--- src/rtl/ccd_timing_mc.sv ---
// Multi-channel linear-CCD timing generator with shared-CS/SCLK ADC readout and pixel publication.
// Optional test-pattern data path is enabled by defining CCD_TEST_PATTERN_EN (adds input test_pat).
module ccd_timing_mc #(
    parameter int NUM_PIX   = 2048,
    parameter int DUMMY_PIX = 32,
    parameter int ADC_BITS  = 16,
    parameter int NUM_CH    = 2,
    parameter int CLK_DIV   = 4,
    parameter int SH_CYCLES = 80
) (
    input  logic                         clk_80M,
    input  logic                         rst_n,
    input  logic                         en,
    input  logic                         cal_mode,
    input  logic [23:0]                  line_period,
`ifdef CCD_TEST_PATTERN_EN
    input  logic                         test_pat,
`endif
    output logic                         ccd_p1,
    output logic                         ccd_p2,
    output logic                         ccd_sh,
    output logic                         ccd_rs,
    output logic                         ccd_cp,
    output logic                         adc_cs,
    output logic                         adc_sclk,
    input  logic [NUM_CH-1:0]            adc_sdo,
    output logic                         pix_clk,
    output logic                         pix_valid,
    output logic                         pix_dark,
    output logic [15:0]                  pix_index,
    output logic [NUM_CH*ADC_BITS-1:0]   pix_data,
    output logic                         line_start,
    output logic                         line_done,
    output logic                         busy
);

    localparam int SLOTS = NUM_PIX + DUMMY_PIX;
    localparam int UNITS = 2 * ADC_BITS + 4;
    localparam int SW    = $clog2(SLOTS + 1);
    localparam int CW    = $clog2(SH_CYCLES + 1);
    localparam int UW    = $clog2(UNITS);
    localparam int DW    = $clog2(CLK_DIV + 1);
    localparam int DATW  = NUM_CH * ADC_BITS;

    localparam logic [UW-1:0] U_CP       = UW'(1);
    localparam logic [UW-1:0] U_CSU      = UW'(2);
    localparam logic [UW-1:0] U_SH_FIRST = UW'(3);
    localparam logic [UW-1:0] U_SH_LAST  = UW'(2 * ADC_BITS + 2);
    localparam logic [UW-1:0] U_PUB      = UW'(2 * ADC_BITS + 3);
    localparam logic [DW-1:0] DIV_LAST   = DW'(CLK_DIV - 1);
    localparam logic [CW-1:0] SH_LAST    = CW'(SH_CYCLES - 1);
    localparam logic [SW-1:0] SLOT_LAST  = SW'(SLOTS - 1);
    localparam logic [SW-1:0] SLOT_DUM   = SW'(DUMMY_PIX);
    localparam logic [23:0]   TIMER_MAX  = 24'hFF_FFFF;

    typedef enum logic [2:0] {
        S_IDLE, S_SH_PULSE, S_SH_HOLD, S_PIXEL, S_LINE_END, S_WAIT
    } state_t;

    state_t          state_q, state_d;
    logic [CW-1:0]   sh_cnt_q, sh_cnt_d;
    logic [SW-1:0]   slot_q, slot_d;
    logic [UW-1:0]   unit_q, unit_d;
    logic [DW-1:0]   div_q, div_d;
    logic [23:0]     timer_q, timer_d;
    logic [23:0]     period_q, period_d;
    logic            cal_q, cal_d;
    logic [15:0]     pub_cnt_q, pub_cnt_d;
    logic [DATW-1:0] shreg_q, shreg_d;
    logic [DATW-1:0] data_q, data_d;
    logic [15:0]     index_q, index_d;
    logic            dark_q, dark_d;

    logic            tp;
    logic            is_dummy, publish, sample_edge, start_line, go_idle;
    logic            reach_now, reach_wait;
    logic [24:0]     timer_nx;
    logic [DATW-1:0] pub_word;

`ifdef CCD_TEST_PATTERN_EN
    assign tp = test_pat;
`else
    assign tp = 1'b0;
`endif

    assign is_dummy    = slot_q < SLOT_DUM;
    assign publish     = cal_q | ~is_dummy;
    assign sample_edge = (unit_q >= U_SH_FIRST) && (unit_q < U_SH_LAST) && unit_q[0];
    // The sh-to-sh distance counts the first SH_PULSE cycle as 0, so the exit test looks one cycle ahead.
    assign timer_nx    = {1'b0, timer_q} + 25'd1;
    assign reach_now   = timer_nx >= {1'b0, line_period};
    assign reach_wait  = timer_nx >= {1'b0, period_q};

    always_comb begin
        pub_word = shreg_q;
        if (tp) begin
            for (int c = 0; c < NUM_CH; c++) begin
                pub_word[c*ADC_BITS +: ADC_BITS] = pub_cnt_q[ADC_BITS-1:0] ^ ADC_BITS'(c);
            end
        end
    end

    always_comb begin
        state_d    = state_q;
        sh_cnt_d   = sh_cnt_q;
        slot_d     = slot_q;
        unit_d     = unit_q;
        div_d      = div_q;
        timer_d    = (timer_q == TIMER_MAX) ? timer_q : timer_q + 24'd1;
        period_d   = period_q;
        cal_d      = cal_q;
        pub_cnt_d  = pub_cnt_q;
        shreg_d    = shreg_q;
        data_d     = data_q;
        index_d    = index_q;
        dark_d     = dark_q;
        start_line = 1'b0;
        go_idle    = 1'b0;

        case (state_q)
            S_IDLE: start_line = en;
            S_SH_PULSE: begin
                if (sh_cnt_q == SH_LAST) begin
                    state_d  = S_SH_HOLD;
                    sh_cnt_d = '0;
                end else begin
                    sh_cnt_d = sh_cnt_q + CW'(1);
                end
            end
            S_SH_HOLD: begin
                if (sh_cnt_q == SH_LAST) begin
                    state_d = S_PIXEL;
                    slot_d  = '0;
                    unit_d  = '0;
                    div_d   = '0;
                end else begin
                    sh_cnt_d = sh_cnt_q + CW'(1);
                end
            end
            S_PIXEL: begin
                if (div_q == DIV_LAST) begin
                    div_d = '0;
                    if (sample_edge) begin
                        for (int c = 0; c < NUM_CH; c++) begin
                            shreg_d[c*ADC_BITS +: ADC_BITS] =
                                {shreg_q[c*ADC_BITS +: ADC_BITS-1], adc_sdo[c]};
                        end
                    end
                    // Words are always latched; only published ones advance the index.
                    if (unit_q == U_SH_LAST) begin
                        data_d = pub_word;
                        dark_d = is_dummy & cal_q;
                        if (publish) begin
                            index_d   = pub_cnt_q;
                            pub_cnt_d = pub_cnt_q + 16'd1;
                        end
                    end
                    if (unit_q == U_PUB) begin
                        unit_d = '0;
                        if (slot_q == SLOT_LAST) begin
                            state_d = S_LINE_END;
                        end else begin
                            slot_d = slot_q + SW'(1);
                        end
                    end else begin
                        unit_d = unit_q + UW'(1);
                    end
                end else begin
                    div_d = div_q + DW'(1);
                end
            end
            S_LINE_END: begin
                period_d = line_period;
                if (!en) begin
                    go_idle = 1'b1;
                end else if (reach_now) begin
                    start_line = 1'b1;
                end else begin
                    state_d = S_WAIT;
                end
            end
            S_WAIT: begin
                if (!en) begin
                    go_idle = 1'b1;
                end else if (reach_wait) begin
                    start_line = 1'b1;
                end
            end
            default: go_idle = 1'b1;
        endcase

        if (go_idle) begin
            state_d = S_IDLE;
            data_d  = '0;
            index_d = '0;
            dark_d  = 1'b0;
        end
        if (start_line) begin
            state_d   = S_SH_PULSE;
            sh_cnt_d  = '0;
            timer_d   = '0;
            cal_d     = cal_mode;
            pub_cnt_d = '0;
        end
    end

    always_ff @(posedge clk_80M or negedge rst_n) begin
        if (!rst_n) begin
            state_q   <= S_IDLE;
            sh_cnt_q  <= '0;
            slot_q    <= '0;
            unit_q    <= '0;
            div_q     <= '0;
            timer_q   <= '0;
            period_q  <= '0;
            cal_q     <= 1'b0;
            pub_cnt_q <= '0;
            shreg_q   <= '0;
            data_q    <= '0;
            index_q   <= '0;
            dark_q    <= 1'b0;
        end else begin
            state_q   <= state_d;
            sh_cnt_q  <= sh_cnt_d;
            slot_q    <= slot_d;
            unit_q    <= unit_d;
            div_q     <= div_d;
            timer_q   <= timer_d;
            period_q  <= period_d;
            cal_q     <= cal_d;
            pub_cnt_q <= pub_cnt_d;
            shreg_q   <= shreg_d;
            data_q    <= data_d;
            index_q   <= index_d;
            dark_q    <= dark_d;
        end
    end

    logic in_pixel;
    assign in_pixel   = (state_q == S_PIXEL);
    assign ccd_p1     = in_pixel ? ~slot_q[0] : 1'b1;
    assign ccd_p2     = in_pixel & slot_q[0];
    assign ccd_sh     = (state_q == S_SH_PULSE);
    assign ccd_rs     = in_pixel && (unit_q == '0);
    assign ccd_cp     = in_pixel && (unit_q == U_CP);
    assign adc_cs     = ~(in_pixel && (unit_q >= U_CSU) && (unit_q <= U_SH_LAST));
    // SHIFT starts on an odd unit, so even units inside it are the SCLK high halves.
    assign adc_sclk   = in_pixel && (unit_q >= U_SH_FIRST) && (unit_q <= U_SH_LAST) && ~unit_q[0];
    assign pix_clk    = in_pixel && (unit_q == U_PUB) && publish;
    assign pix_valid  = pix_clk && (div_q == '0);
    assign pix_dark   = dark_q;
    assign pix_index  = index_q;
    assign pix_data   = data_q;
    assign line_start = ccd_sh && (sh_cnt_q == '0);
    assign line_done  = (state_q == S_LINE_END);
    assign busy       = (state_q != S_IDLE);

endmodule

--- config.mk ---
export PLATFORM = sky130hd
export DESIGN_NAME = ccd_timing_mc
export DESIGN_NICKNAME = d
export VERILOG_FILES = /design/src/rtl/ccd_timing_mc.sv
export SDC_FILE = /design/constraint.sdc
export NUM_CORES = 1
export LEC_CHECK = 0
export ABC_AREA = 1
export CORE_UTILIZATION = 45
export DETAILED_ROUTE_END_ITERATION = 16
export GPL_ROUTABILITY_DRIVEN = 0
export PLACE_DENSITY_LB_ADDON = 0.3
export SETUP_SLACK_MARGIN = 0.05
export SLEW_MARGIN = 20
export SYNTH_ARGS = -nofsm -noshare
export SYNTH_HDL_FRONTEND = slang
export SYNTH_SLANG_ARGS = --single-unit
--- constraint.sdc ---
create_clock -name clk_80M -period 3.3 [get_ports clk_80M]
set_input_delay 0.66 -clock clk_80M [delete_from_list [all_inputs] [get_ports clk_80M]]
set_output_delay 0.66 -clock clk_80M [all_outputs]
set_load 0.1 [all_outputs]
==> summary.md <==
The run finished, with violations left. The checks that failed: negative setup slack. The worst-case IR drop observed on VDD is 355 uV. Critical path class: flip-flop to flip-flop. For this run the aggregate overflow at the end of global routing stands at 0. Detailed routing inserted a total of 8091 vias. The fraction of final layout cells sized beyond drive strength 1 came out at 0.189. For this run, the number of Yosys warnings is 0. The number of placement rows was 53.

The number of remaining DRC errors came out at 0. Power spread over the standard cell area amounts to 595 nW/um^2. The area of the core was 21000 um^2; the cell count after placement was 1538. Setup violations remaining at the end of the flow were counted as 51. The data arrival time of the critical path is 3.73 ns. The repair_antennas step left the layout with diodes totalling 0. The effective utilization at floorplan was 0.458. The first global-routing pass estimated 36.8 mm of wire. For the worst flop-to-flop path, the logic depth is 20. The worst hold path belongs to the class input pin to asynchronous set/reset pin. The root cell of the clock tree was sky130_fd_sc_hd__clkbuf_16.

The H-tree depth came out at 4. In this run the critical register-to-register path is captured at sh_cnt_q[6]. The minimum setup slack after placement is -0.121 ns. Setup slack on the worst reg-to-reg path comes out at -0.10 ns. For the total number of clock tree sinks, the log shows 177.

The die covers 21900 um^2. No sink is reached through more buffers than the 2 on the longest clock path. The floorplan die height works out to 148 um. The clock latency on the worst-skew pair came out at 0.45 ns. The final cycle utilization of the critical path was 1.03; the final routed wirelength across all metal layers was 22.8 mm. Final-report max-slew violation count: 0. The number of global-route vias before repair is 7701, and the post-CTS clock slew at the launch and capture registers of the worst setup and hold paths is 0.08 ns. When the netlist entered floorplanning its net count stood at 1275.

Across all hold checks on the routed design, the worst slack comes to 0.200 ns. Part of the Yosys area used for sequential elements: 0.462. TritonCTS built the clock tree. The final standard cell count with taps included and fillers excluded is 1590.

Each instance of the synthesized netlist takes up on average 8.08 um^2. The run gives 0.570 as the final core utilization. The total number of nets in the final design is 1390. The total of max-cap violations was 0.

The required time at the endpoint of the critical path is 3.62 ns. Via count normalized by instance count: 5.09. The HPWL after detailed placement is 15.3 mm. The run gives 65 as the largest net degree at the start of global routing.

The logs give 294 MHz for the maximum clock frequency and 0.210 for the global routing usage summed across all routing layers. For the number of nets with antenna violations after detailed routing, the log shows 0. Clock skew on the completed layout was measured at 0.0160 ns. The critical path starts at timer_q[0].

Total of buffers placed on input and output ports: 90. The run gives 0 as the initial antenna violation count. STA classifies the critical path endpoint as a flip-flop. The I/O pin count was 91. The startpoint identified for the worst register-to-register timing path is timer_q[0].

For this design, the CTS-stage hold fixing added 0 buffers. The cell area that synthesis handed to floorplanning was 9600 um^2. The maximum fanout along the worst path works out to 7.

The number of buffers created by CTS was 17; the overall power was 7110 uW. The number of failing hold endpoints at the final stage was 0; the number of flip-flops and latches in the synthesized netlist was 177. Setup repair after global routing could not meet its margin everywhere. The smallest clock period supported by the final layout is computed as 3.40 ns. The tools report the DRC marker count from the first detailed-route iteration as 476.

The run gives 5 as the first-pass iteration count of the detailed router. The die width was 148 um. For the leakage power of the design, the log shows 0.00594 uW. STA classifies the critical path startpoint as a flip-flop. For the setup slack after layout, the log shows -0.103 ns. The cell count after synthesis came out at 1187.

Compared with the post-synthesis result, the final layout area differs by 24.6%. The worst max-slew margin expressed relative to the limit is 0.407, and the pin slew with the least headroom to its limit is 0.888 ns. The number of different library cells used by synthesis comes to 41. After detailed routing, the average wire length per cell comes to 14.4 um.
-- registers in the layout, summed over array words and instances (netlist names), 3 cells and up --
name	count
div_q	3
period_q	24
pix_data	32
pix_index	16
pub_cnt_q	16
pub_word	32
sh_cnt_q	7
slot_q	12
state_q	3
timer_q	24
unit_q	6
-- worst max-delay path by stage --
| stage | end | slack (ns) | cells after the start |
|---|---|---|---|
| global route | state_q[1] | -0.38 | 25 |
| finish | sh_cnt_q[6] | -0.10 | 20 |
| global placement | timer_q[11] | -0.02 | 24 |
| floorplan | pub_cnt_q[11] | 0.1 | 25 |
| CTS | timer_q[6] | -0.03 | 25 |
| detailed placement | timer_q[21] | -0.12 | 24 |
-- logic make-up (layout without fill, tap and decap cells) --
logic type,Yosys count,after routing,synth area share
buffers and inverters,226,354,0.0926
DFF,177,177,0.462
xor gates and xnor gates,29,29,0.0265
AOI/OAI and AO/OA,197,197,0.107
adders and majority gates,58,58,0.0756
and+or+nand+nor,500,500,0.237
-- final cells by class --
cell class / instances / area (um^2)
fill: 1887 / 9000
multi-input combinational: 784 / 4620
sequential: 177 / 4430
timing repair buffer: 132 / 1200
inverter: 190 / 716
clock buffer: 17 / 425
tap: 275 / 344
clock inverter: 15 / 221
-- per-stage QoR --
step	area [um^2]	setup TNS [ns]
5_1_grt	12000	-16.94
3_3_place_gp	10700	-0.446
3_5_place_dp	10700	-3.68
2_1_floorplan	9600	0
6_report	12000	-4.04
4_1_cts	11700	-0.289
-- routing by layer --
| metal | wire (um) | track usage | up-vias |
|---|---|---|---|
| met3 | 1080 | 0.0454 | 32 |
| met5 | 0 | 0 | - |
| met1 | 10500 | 0.282 | 3845 |
| met2 | 10900 | 0.342 | 179 |
| met4 | 354 | 0.0593 | 0 |
| li1 | - | - | 4035 |
-- cells in the mapped netlist (all sizes together) --
| master | number | area [um^2] |
|---|---|---|
| a22oi | 1 | 7.51 |
| a31o | 2 | 17.5 |
| inv | 188 | 706 |
| and3 | 1 | 6.26 |
| o21bai | 1 | 7.51 |
| o21ai | 128 | 641 |
| nand4 | 20 | 131 |
| nand2 | 235 | 915 |
| and2 | 1 | 6.26 |
| clkinv | 2 | 10.0 |
| nor4 | 2 | 18.8 |
| nand3b | 2 | 15.0 |
| dfrtp | 177 | 4430 |
| ha | 58 | 726 |
| a31oi | 2 | 12.5 |
| a21oi | 55 | 279 |
| o21a | 3 | 22.5 |
| buf | 11 | 78.8 |
| xor2 | 24 | 210 |
| nand3 | 103 | 515 |
| a21boi | 3 | 22.5 |
| nor2 | 115 | 557 |
| o31ai | 2 | 15.0 |
| xnor2 | 5 | 43.8 |
| clkbuf | 25 | 93.8 |
| nor3 | 21 | 110 |
-- power by group --
group          leakage (uW)  switching, uW  internal [uW]
registers           0.00241            185           2410
logic               0.00322           1520            842
clock network      0.000307           1090           1060
-- worst max-delay path: stages, from the launching register on --
cell and delay, ns:
sky130_fd_sc_hd__dfrtp_1 0.40, sky130_fd_sc_hd__buf_4 0.13, sky130_fd_sc_hd__ha_1 0.19, sky130_fd_sc_hd__nand2_2 0.08, sky130_fd_sc_hd__nor2_4 0.13, sky130_fd_sc_hd__nand2_4 0.09, sky130_fd_sc_hd__nor3_4 0.17, sky130_fd_sc_hd__nand3_1 0.15
sky130_fd_sc_hd__xor2_2 0.22, sky130_fd_sc_hd__inv_1 0.09, sky130_fd_sc_hd__ha_1 0.29, sky130_fd_sc_hd__nand2_1 0.09, sky130_fd_sc_hd__nor2_4 0.14, sky130_fd_sc_hd__nand3_1 0.11, sky130_fd_sc_hd__a21oi_1 0.26, sky130_fd_sc_hd__nand3_2 0.16
sky130_fd_sc_hd__nand4_4 0.15, sky130_fd_sc_hd__nand2_4 0.08, sky130_fd_sc_hd__nand2_8 0.14, sky130_fd_sc_hd__clkbuf_16 0.19, sky130_fd_sc_hd__nor2_2 0.04
-- layout by cell type, fill, tap and decap left out, types with 5 or more instances in the layout --
cell type / n
sky130_fd_sc_hd__nand2_1: 216
sky130_fd_sc_hd__inv_1: 182
sky130_fd_sc_hd__dfrtp_1: 177
sky130_fd_sc_hd__o21ai_0: 124
sky130_fd_sc_hd__nand3_1: 97
sky130_fd_sc_hd__buf_4: 91
sky130_fd_sc_hd__nor2_1: 74
sky130_fd_sc_hd__ha_1: 56
sky130_fd_sc_hd__a21oi_1: 35
sky130_fd_sc_hd__clkdlybuf4s50_1: 28
sky130_fd_sc_hd__nor2_2: 24
sky130_fd_sc_hd__nand4_1: 19
sky130_fd_sc_hd__clkbuf_16: 19
sky130_fd_sc_hd__xor2_1: 18
sky130_fd_sc_hd__a21oi_2: 18
sky130_fd_sc_hd__nor2_4: 17
sky130_fd_sc_hd__nor3_1: 17
sky130_fd_sc_hd__nand2_2: 13
sky130_fd_sc_hd__clkinv_8: 8
sky130_fd_sc_hd__buf_12: 7
sky130_fd_sc_hd__inv_2: 6
sky130_fd_sc_hd__xor2_2: 6
sky130_fd_sc_hd__nand3_2: 6
sky130_fd_sc_hd__nand2_4: 5
sky130_fd_sc_hd__xnor2_1: 5
-- repair_timing --
item,in CTS,in global routing
endpoints found under the setup margin,50,51
gates resized for setup,21,64
pin swaps,15,25
hold endpoints to repair,0,0
cloned,3,2
buffers inserted,12,8
No activity file was read; power rests on OpenSTA's default activity.
